`config.mk`:
```
export PLATFORM = sky130hd
export DESIGN_NAME = pc_fetch_unit
export DESIGN_NICKNAME = d
export VERILOG_FILES = /design/src/rtl/pc_fetch_unit.sv
export SDC_FILE = /design/constraint.sdc
export NUM_CORES = 1
export LEC_CHECK = 0
export ABC_AREA = 0
export CORE_MARGIN = 3
export CORE_UTILIZATION = 35
export DETAILED_ROUTE_END_ITERATION = 8
export PLACE_DENSITY = 0.61
export REMOVE_ABC_BUFFERS = 1
export SYNTH_ARGS = -nofsm -noshare
export SYNTH_HDL_FRONTEND = slang
export SYNTH_SLANG_ARGS = --single-unit
export TNS_END_PERCENT = 20
```
`constraint.sdc`:
```
create_clock -name CLK -period 4.2 [get_ports CLK]
set_input_delay 0.84 -clock CLK [delete_from_list [all_inputs] [get_ports CLK]]
set_output_delay 0.84 -clock CLK [all_outputs]
set_load 0.02 [all_outputs]
```
`src/rtl/pc_fetch_unit.sv`:
```
// Instruction fetch sequencer: owns the PC, requests words from instruction memory
// and presents one instruction at a time. Optional fetch timeout via FETCH_TIMEOUT_EN.
module pc_fetch_unit (
   input  logic        CLK,
   input  logic        Reset,
   input  logic [1:0]  PCSrc,
   input  logic        PCWrite,
   input  logic [31:0] imm_ext,
   output logic        imem_req,
   output logic [31:0] imem_addr,
   input  logic        imem_ack,
   input  logic [31:0] imem_rdata,
   output logic [31:0] instr,
   output logic [5:0]  op,
   output logic        instr_valid,
   output logic [31:0] PC,
   output logic        halted,
   output logic        fetch_err,
   output logic [1:0]  fsm_state
);

   // Memory handshake: imem_req is held high for the whole FETCH state and the
   // address is stable until imem_ack is seen high at a rising edge; ack outside
   // FETCH (including one belonging to a request aborted by reset) is ignored.
   typedef enum logic [1:0] {
      S_IDLE  = 2'd0,
      S_FETCH = 2'd1,
      S_ISSUE = 2'd2,
      S_HALT  = 2'd3
   } state_t;

   state_t      state;
   logic [31:0] pc4;
   logic [31:0] next_pc;

`ifdef FETCH_TIMEOUT_EN
   logic [3:0]  wait_cnt;
   logic        fetch_err_q;
   assign fetch_err = fetch_err_q;
`else
   assign fetch_err = 1'b0;
`endif

   assign imem_addr = PC;
   assign op        = instr[31:26];
   assign fsm_state = state;

   always_comb begin
      pc4     = PC + 32'd4;
      next_pc = pc4;
      case (PCSrc)
         2'b01:   next_pc = pc4 + (imm_ext << 2);
         2'b10:   next_pc = {pc4[31:28], instr[25:0], 2'b00};
         default: next_pc = pc4;
      endcase
   end

   always_ff @(posedge CLK or negedge Reset) begin
      if (!Reset) begin
         state       <= S_IDLE;
         PC          <= '0;
         instr       <= '0;
         imem_req    <= 1'b0;
         instr_valid <= 1'b0;
         halted      <= 1'b0;
`ifdef FETCH_TIMEOUT_EN
         wait_cnt    <= '0;
         fetch_err_q <= 1'b0;
`endif
      end else begin
         case (state)
            S_IDLE: begin
               state    <= S_FETCH;
               imem_req <= 1'b1;
`ifdef FETCH_TIMEOUT_EN
               wait_cnt <= '0;
`endif
            end
            S_FETCH: begin
               if (imem_ack) begin
                  instr       <= imem_rdata;
                  state       <= S_ISSUE;
                  imem_req    <= 1'b0;
                  instr_valid <= 1'b1;
               end
`ifdef FETCH_TIMEOUT_EN
               // sixteenth consecutive edge without ack gives up for good
               else if (wait_cnt == 4'd15) begin
                  state       <= S_HALT;
                  imem_req    <= 1'b0;
                  halted      <= 1'b1;
                  fetch_err_q <= 1'b1;
               end else begin
                  wait_cnt <= wait_cnt + 4'd1;
               end
`endif
            end
            S_ISSUE: begin
               instr_valid <= 1'b0;
               if (PCWrite) begin
                  PC       <= next_pc;
                  state    <= S_FETCH;
                  imem_req <= 1'b1;
`ifdef FETCH_TIMEOUT_EN
                  wait_cnt <= '0;
`endif
               end else begin
                  state  <= S_HALT;
                  halted <= 1'b1;
               end
            end
            default: begin
               state <= S_HALT;
            end
         endcase
      end
   end

endmodule
```
==> key figures <==
Critical path
  • Critical path arrival: 4.13 ns
  • Required @ worst endpoint: 4.43 ns
  • CP dominant cell by count: nand2_1
  • Crit Path Class: reg2reg
  • CP endpoint kind: flip-flop
  • CP max stage delay: 0.44 ns
  • Worst flop-to-flop path startpoint: PC[2]$_DFFE_PN0P_
  • Worst-path cell chain: ha_2 > nand2_1 > nor4_2 > buf_4 > nor3b_2 > xor2_1 > ha_1 > a21oi_1 > o21bai_1 > a31oi_1 > nand2_1 > or3_1 > o22ai_1 > xnor2_1 > o21ai_1
  • CP Launch Point: PC[2]$_DFFE_PN0P_
  • Worst setup path endpoint: PC[31]$_DFFE_PN0P_
  • CP max stage cell: dfrtp_2
  • CP Max Fanout: 7
  • Reg2reg setup slack: 0.29 ns
  • Type of origin of the critical path: flip-flop
  • R2R Path End: PC[31]$_DFFE_PN0P_
  • Worst Reg2Reg Path Length in Cells: 15

Synthesis
  • Post-synthesis instance total: 645
  • Dominant cells by area after synthesis: dfrtp_1, ha_1, mux2_2
  • Yosys top cell area share: 29.07%
  • Largest family of logic cells by synthesized area: compound AO/OA/AOI/OAI gates
  • Synth unique cells: 73
  • Post-Synth XOR/XNOR Area: 8.048%
  • Avg Synthesized Cell Area: 8.943 sq um
  • YS warnings: 0
  • Mapped cell area: 5768 sq um
  • Top FF cell, synth: dfrtp_1
  • Post-synthesis mux area share: 7.289%
  • FF+latch count, synth: 67
  • Synth Area in Simple Gates: 17.81%
  • Share of flip-flops with an asynchronous set or reset: 100.0%
  • Cell taking the most area after synthesis: dfrtp_1
  • Compound-Gate Fraction of Synth Area: 20.78%
  • EDFF count, synth: 0
  • Post-synthesis sequential area ratio: 29.07%
  • Adder-cell share of the synthesized area: 8.373%

Timing
  • Tmin final: 3.908 ns
  • Final hold vios: 0
  • Final setup fails: 0
  • Fmax: 255.9 MHz
  • Crit share post-route: 93.04%
  • Worst Tran Pin Value: 0.9298 ns
  • Max-slew headroom: 37.83%
  • Setup TNS: 0 ns
  • Skew final: 0.009217 ns
  • RSZ-0062 raised after global routing: false
  • Final Slew Violations: 0

Floorplanning
  • Starting Density: 36.05%
  • Ports: 178
  • Core Region: 16000 sq um
  • # rows: 46
  • DIE AREA: 18060 sq um
  • Die Y: 134.4 um
  • Die W: 134.4 um

Clock tree
  • CTS Buffer Depth: 2
  • # clock sinks: 67
  • CTS tree: done
  • Clock slew at reported path FFs: 0.06 ns
  • TritonCTS Buffers: 9
  • Clock insertion delay at the later pin of the skew report: 0.35 ns
  • Clk root buf: clkbuf_16
  • CTS Hold Bufs: 0
  • CTS H-Tree Depth: 3

Global routing
  • Largest net degree at the start of global routing: 68
  • First-pass GRT wire length: 29960 um
  • GRT Resource Usage Total: 20.97%
  • Grt ovf: 0
  • Vias in the first global route: 5393
  • Initial antenna violation count: 0

Route
  • Total number of vias: 5426
  • ANT nets after route: 0
  • Drt initial violations: 312
  • Vias per cell: 5.415
  • Total wire length: 18960 um
  • DR DRC count: 0
  • DR pass1 iterations: 4
  • Wire per inst: 18.92 um

Flow run
  • Max Cap Violations: 0

Pwr
  • Sw Pwr: 1.027 mW
  • PD cells: 371.6 nW/um^2
  • Flop pwr share: 31.3%
  • Combinational fraction of design power: 39.9%
  • VDD IR-drop max: 0.2166 mV
  • Int Power: 1.875 mW
  • Power consumption: 2.902 mW
  • Clock power share: 28.8%
  • Pleak: 3.291 nW
  • Net Sw Frac: 35.38%

Worst hold path
  • Min-delay worst type: reg2reg

Place
  • Final Wtd Congestion: 0.8999
  • Final HPWL DP: 14420 um
  • Placed cells: 986
  • Cell area after placement: 7472 sq um
  • Port Buffers: 170

Cells and area
  • Post-route cell area: 7810 sq um
  • Non-Filler Instances: 1002
  • Area delta synth->final: 35.40%
  • Fraction of layout cells with a size suffix above 1: 11.96%
  • Antenna Cells: 0
  • Nets: 889

Outcome
  • Status: finished, final reports clean
per-stage QoR:
stage               utilization (%)  worst slack, ns  hold WS, ns
detailed placement            46.70           0.1749       0.4706
global route                  48.81          0.02789       0.5191
global placement              46.70           0.1980       0.4608
floorplan                         -           0.5597       0.5444
finish                        48.81           0.2924       0.4892
CTS                           48.69           0.1496       0.4882
repair_timing:
item,in CTS,in global routing
endpoints found under the setup margin,0,5
endpoints found under the hold margin,0,0
buffers inserted,0,0
gates resized for setup,0,5
sequential cells by signal, summed over array words and instances (netlist names):
name and count:
instr 32, PC 30, fsm_state 2, halted 1, imem_req 1, instr_valid 1
worst max-delay path: cells and delay by family, from the launching register on:
kind	cells	cell delay [ns]
adder cells (fa/ha/maj)	2	0.60
XOR/XNOR	2	0.39
flip-flops	1	0.44
buffers and inverters	1	0.17
AO/OA/AOI/OAI	5	0.95
AND/OR/NAND/NOR	5	1.23
power groups by stage:
stage	Combinational [mW]	Sequential (mW)	Clock, mW
2_1_floorplan	0.393	1.10	0
5_1_grt	1.24	0.933	0.876
3_3_place_gp	1.14	0.911	0
4_1_cts	1.17	0.908	0.856
6_report	1.16	0.910	0.835
3_5_place_dp	1.16	0.916	0
cell families after synthesis:
family / after synthesis
AO/OA/AOI/OAI: 176
XOR/XNOR: 53
adder cells (fa/ha/maj): 38
buffers and inverters: 85
flip-flops: 67
multiplexers: 38
other: 1
AND/OR/NAND/NOR: 187
per-layer routing:
layer  vias to the layer above  track usage (%)  wire length (um)  share of wire [%]
met5                         -                0                 0                  0
met4                         0            7.353               376                2.0
met3                        23            3.713              1201                6.3
met2                       197            33.99              8815                 46
met1                      2603            28.19              8568                 45
li1                       2603                -                 -                  -
synth_stat cells (4+ instances only):
master     n
clkbuf_1  24
xnor2_1   31
and3_1     9
mux2_2    32
dfrtp_1   67
a31oi_1    9
a221oi_1  18
o21ai_0   34
o211ai_1   4
inv_1     15
mux2i_1    6
nand2_1   55
nor2_1    43
a211o_1    5
a211oi_1  11
o21bai_1   4
or3_1      4
xor2_1    22
nand2b_1   4
nor3_1     7
nand4_1    9
o31ai_1    6
a21oi_1   36
nand3_1   23
buf_4     42
ha_1      37
o21ai_1    6
a21o_1    10
a32oi_1    4
layout by cell type, fill, tap and decap left out, types with 4 or more instances in the layout:
cell | synthesis | final
clkbuf_16 | 0 | 9
nand2_1 | 55 | 55
xnor2_1 | 31 | 30
o21ai_1 | 6 | 6
mux2_2 | 32 | 32
inv_1 | 15 | 15
nor3_1 | 7 | 7
a211o_1 | 5 | 5
nand3_1 | 23 | 23
nand4_1 | 9 | 9
or3_1 | 4 | 4
o21ai_0 | 34 | 34
a31oi_1 | 9 | 9
o21bai_1 | 4 | 4
and3_1 | 9 | 9
a32oi_1 | 4 | 4
mux2i_1 | 6 | 6
conb_1 | 1 | 5
a211oi_1 | 11 | 11
o211ai_1 | 4 | 4
nand2b_1 | 4 | 4
nor2_1 | 43 | 43
buf_4 | 42 | 22
a21oi_1 | 36 | 36
xor2_1 | 22 | 22
a221oi_1 | 18 | 18
a21o_1 | 10 | 10
clkdlybuf4s50_1 | 0 | 169
dfrtp_1 | 67 | 65
ha_1 | 37 | 36
o31ai_1 | 6 | 6
worst min-delay path by stage:
| stage | endpoint | start | cells past startpoint | slack (ns) |
|---|---|---|---|---|
| 2_1_floorplan | PC[10]$_DFFE_PN0P_ | Reset | 0 | 0.54 |
| 3_3_place_gp | halted$_DFFE_PN0P_ | halted$_DFFE_PN0P_ | 1 | 0.46 |
| 3_5_place_dp | halted$_DFFE_PN0P_ | halted$_DFFE_PN0P_ | 1 | 0.47 |
| 4_1_cts | halted$_DFFE_PN0P_ | halted$_DFFE_PN0P_ | 1 | 0.49 |
| 5_1_grt | halted$_DFFE_PN0P_ | halted$_DFFE_PN0P_ | 1 | 0.52 |
| 6_report | halted$_DFFE_PN0P_ | halted$_DFFE_PN0P_ | 1 | 0.49 |
layout make-up:
cell class	instances	area, sq um
timing repair buffer	191	1857
multi-input combinational	497	3628
clock buffer	10	229.0
fill	1556	8190
tap	216	270.3
sequential	67	1679
clock inverter	6	90.09
inverter	15	56.30
(Power assumes the default switching activity.)
==> RTL edit (config.mk and constraints unchanged) <==
Add a define of `FETCH_TIMEOUT_EN`.
--- a/src/rtl/pc_fetch_unit.sv
+++ b/src/rtl/pc_fetch_unit.sv
@@ -1,4 +1,6 @@
 // Instruction fetch sequencer: owns the PC, requests words from instruction memory
 // and presents one instruction at a time. Optional fetch timeout via FETCH_TIMEOUT_EN.
+`define FETCH_TIMEOUT_EN
+
 module pc_fetch_unit (
    input  logic        CLK,
Formal check against the unedited RTL: no difference found for any inputs over 10 cycles, from zero or initial values and one cycle with Reset low; that may be too few to reach the edited logic, so the function may still have changed.
==> RTL edit against the original RTL <==
  * Power fell by 13%
  * Worst hold slack got worse by 0.012 ns
  * Sequential cell count increased by 5
  * First-iteration DRC count up 19%
  * Design area up 4.3%
  * Setup slack worse by 0.016 ns
  * Area after synthesis increased by 4.3%
  * Routed wire length up 4.2%
  * Critical path type unchanged
  * Largest power group is now the clock network
==> RTL edit: results (changes against the original RTL) <==
<table>
<tr><th>Metric</th><th>Value</th></tr>
<tr><th colspan="2">Timing</th></tr>
<tr><td>Worst relative slew slack</td><td>36.75% (-1.1 points)</td></tr>
<tr><th colspan="2">Worst setup path</th></tr>
<tr><td>Data arrival time at the worst-slack endpoint</td><td>4.14 ns (about the same)</td></tr>
<tr><td>CP max-delay cell</td><td>sky130_fd_sc_hd__or4_1</td></tr>
<tr><td>Worst r2r path cells</td><td>13 (-2)</td></tr>
<tr><td>Termination of the worst setup path</td><td>PC[29]</td></tr>
<tr><th colspan="2">Pwr</th></tr>
<tr><td>Maximum ir drop on the vdd rail</td><td>0.2757 mV (+27%)</td></tr>
<tr><td>Internal power</td><td>1.690 mW (-9.9%)</td></tr>
<tr><td>Leakage Power</td><td>3.528 nW (+7.2%)</td></tr>
<tr><th colspan="2">Outcome</th></tr>
<tr><td>Outcome</td><td>finished, final reports clean</td></tr>
<tr><th colspan="2">Place</th></tr>
<tr><td>Number of port buffers</td><td>171 (+0.59%)</td></tr>
<tr><td>GP Congestion</td><td>0.9205 (+2.3%)</td></tr>
<tr><td>Post-Place Cell Area</td><td>7805 µm² (+4.5%)</td></tr>
<tr><th colspan="2">Yosys</th></tr>
<tr><td>Post-synthesis cell count</td><td>704 (+9.1%)</td></tr>
<tr><td>Leading post-synthesis cells by cell area</td><td>sky130_fd_sc_hd__dfrtp_1 (30%), sky130_fd_sc_hd__ha_1 (7.7%), sky130_fd_sc_hd__mux2_2 (6.4%)</td></tr>
<tr><td>Sequential fraction of the synthesis area</td><td>29.96% (+0.89 points)</td></tr>
<tr><td>Leading post-synthesis cells by instance count</td><td>sky130_fd_sc_hd__dfrtp_1 (72), sky130_fd_sc_hd__a21oi_1 (63), sky130_fd_sc_hd__nand2_1 (62)</td></tr>
<tr><td>Number of distinct standard cells referenced by the synthesized netlist</td><td>69 (-5.5%)</td></tr>
<tr><th colspan="2">Global routing</th></tr>
<tr><td>First-pass GRT wire length</td><td>30.88 mm (+3.1%)</td></tr>
<tr><td>Vias in the first global route</td><td>5655 (+4.9%)</td></tr>
<tr><td>Largest net degree at the start of global routing</td><td>73 (+7.4%)</td></tr>
<tr><th colspan="2">Drt</th></tr>
<tr><td>Count of TritonRoute iterations in the first routing pass</td><td>5 (+1)</td></tr>
<tr><td>Count of routing violations after the opening detailed-route iteration</td><td>372 (+19%)</td></tr>
<tr><td>WL/cell</td><td>18.50 µm (-2.2%)</td></tr>
<tr><td>Total number of vias</td><td>5911 (+8.9%)</td></tr>
<tr><th colspan="2">Finish</th></tr>
<tr><td>Share of layout cells above drive strength 1</td><td>11.32% (-0.64 points)</td></tr>
<tr><td>Final Non-Filler Cells</td><td>1068 (+6.6%)</td></tr>
<tr><td>Final core utilization</td><td>48.77% (about the same)</td></tr>
</table>
==> RTL edit: cell types whose count changed in the layout (fill, tap and decap cells not counted), sizes merged, moves of 5 or more <==
cell	unedited run	this run
nor3	7	16
o21a	3	10
buf	22	33
xnor2	31	25
dfrtp	67	72
a211oi	11	5
a221oi	18	10
a21oi	37	63
nand2	57	62
==> RTL edit: how the worst min path moves through the flow <==
stage                startpoint          end  slack [ns]
CTS                      halted       halted        0.48
global route             halted       halted        0.52
finish                   halted       halted        0.48
floorplan           wait_cnt[3]  wait_cnt[3]        0.47
detailed placement       halted       halted        0.45
global placement      fetch_err    fetch_err        0.48
==> RTL edit: area by class of cell <==
type,count,share of cell area (%)
inverter,15,0.6912
multi-input combinational,542,45.85
clock inverter,7,1.244
tap,220,3.379
timing repair buffer,203,23.93
sequential,72,22.14
clock buffer,9,2.765
==> RTL edit: cell families after synthesis <==
family	after synthesis	share of synthesized area (%)
muxes	38	7.031
buffers and inverters	93	8.384
and+or+nand+nor	205	17.18
other	1	0.06235
AOI/OAI and AO/OA	208	22.22
DFF	72	29.96
adders and majority gates	38	8.030
xor gates and xnor gates	49	7.135
==> RTL edit: layer usage <==
layer / global-route usage [%] / share of wire (%) / vias up / wire [µm]
met5: 0 / 0 / - / 0
met3: 4.228 / 6.2 / 27 / 1234
met4: 6.042 / 1.7 / 0 / 337
met2: 33.73 / 46 / 226 / 9179
met1: 28.76 / 46 / 2836 / 9005
li1: - / - / 2822 / -
==> RTL edit: timing repair <==
| item | 4_1_cts | 5_1_grt |
|---|---|---|
| buffers inserted | 0 | 0 |
| hold endpoints to repair | 0 | 0 |
| setup endpoints to repair | 0 | 3 |
| gates resized for setup | 0 | 5 |
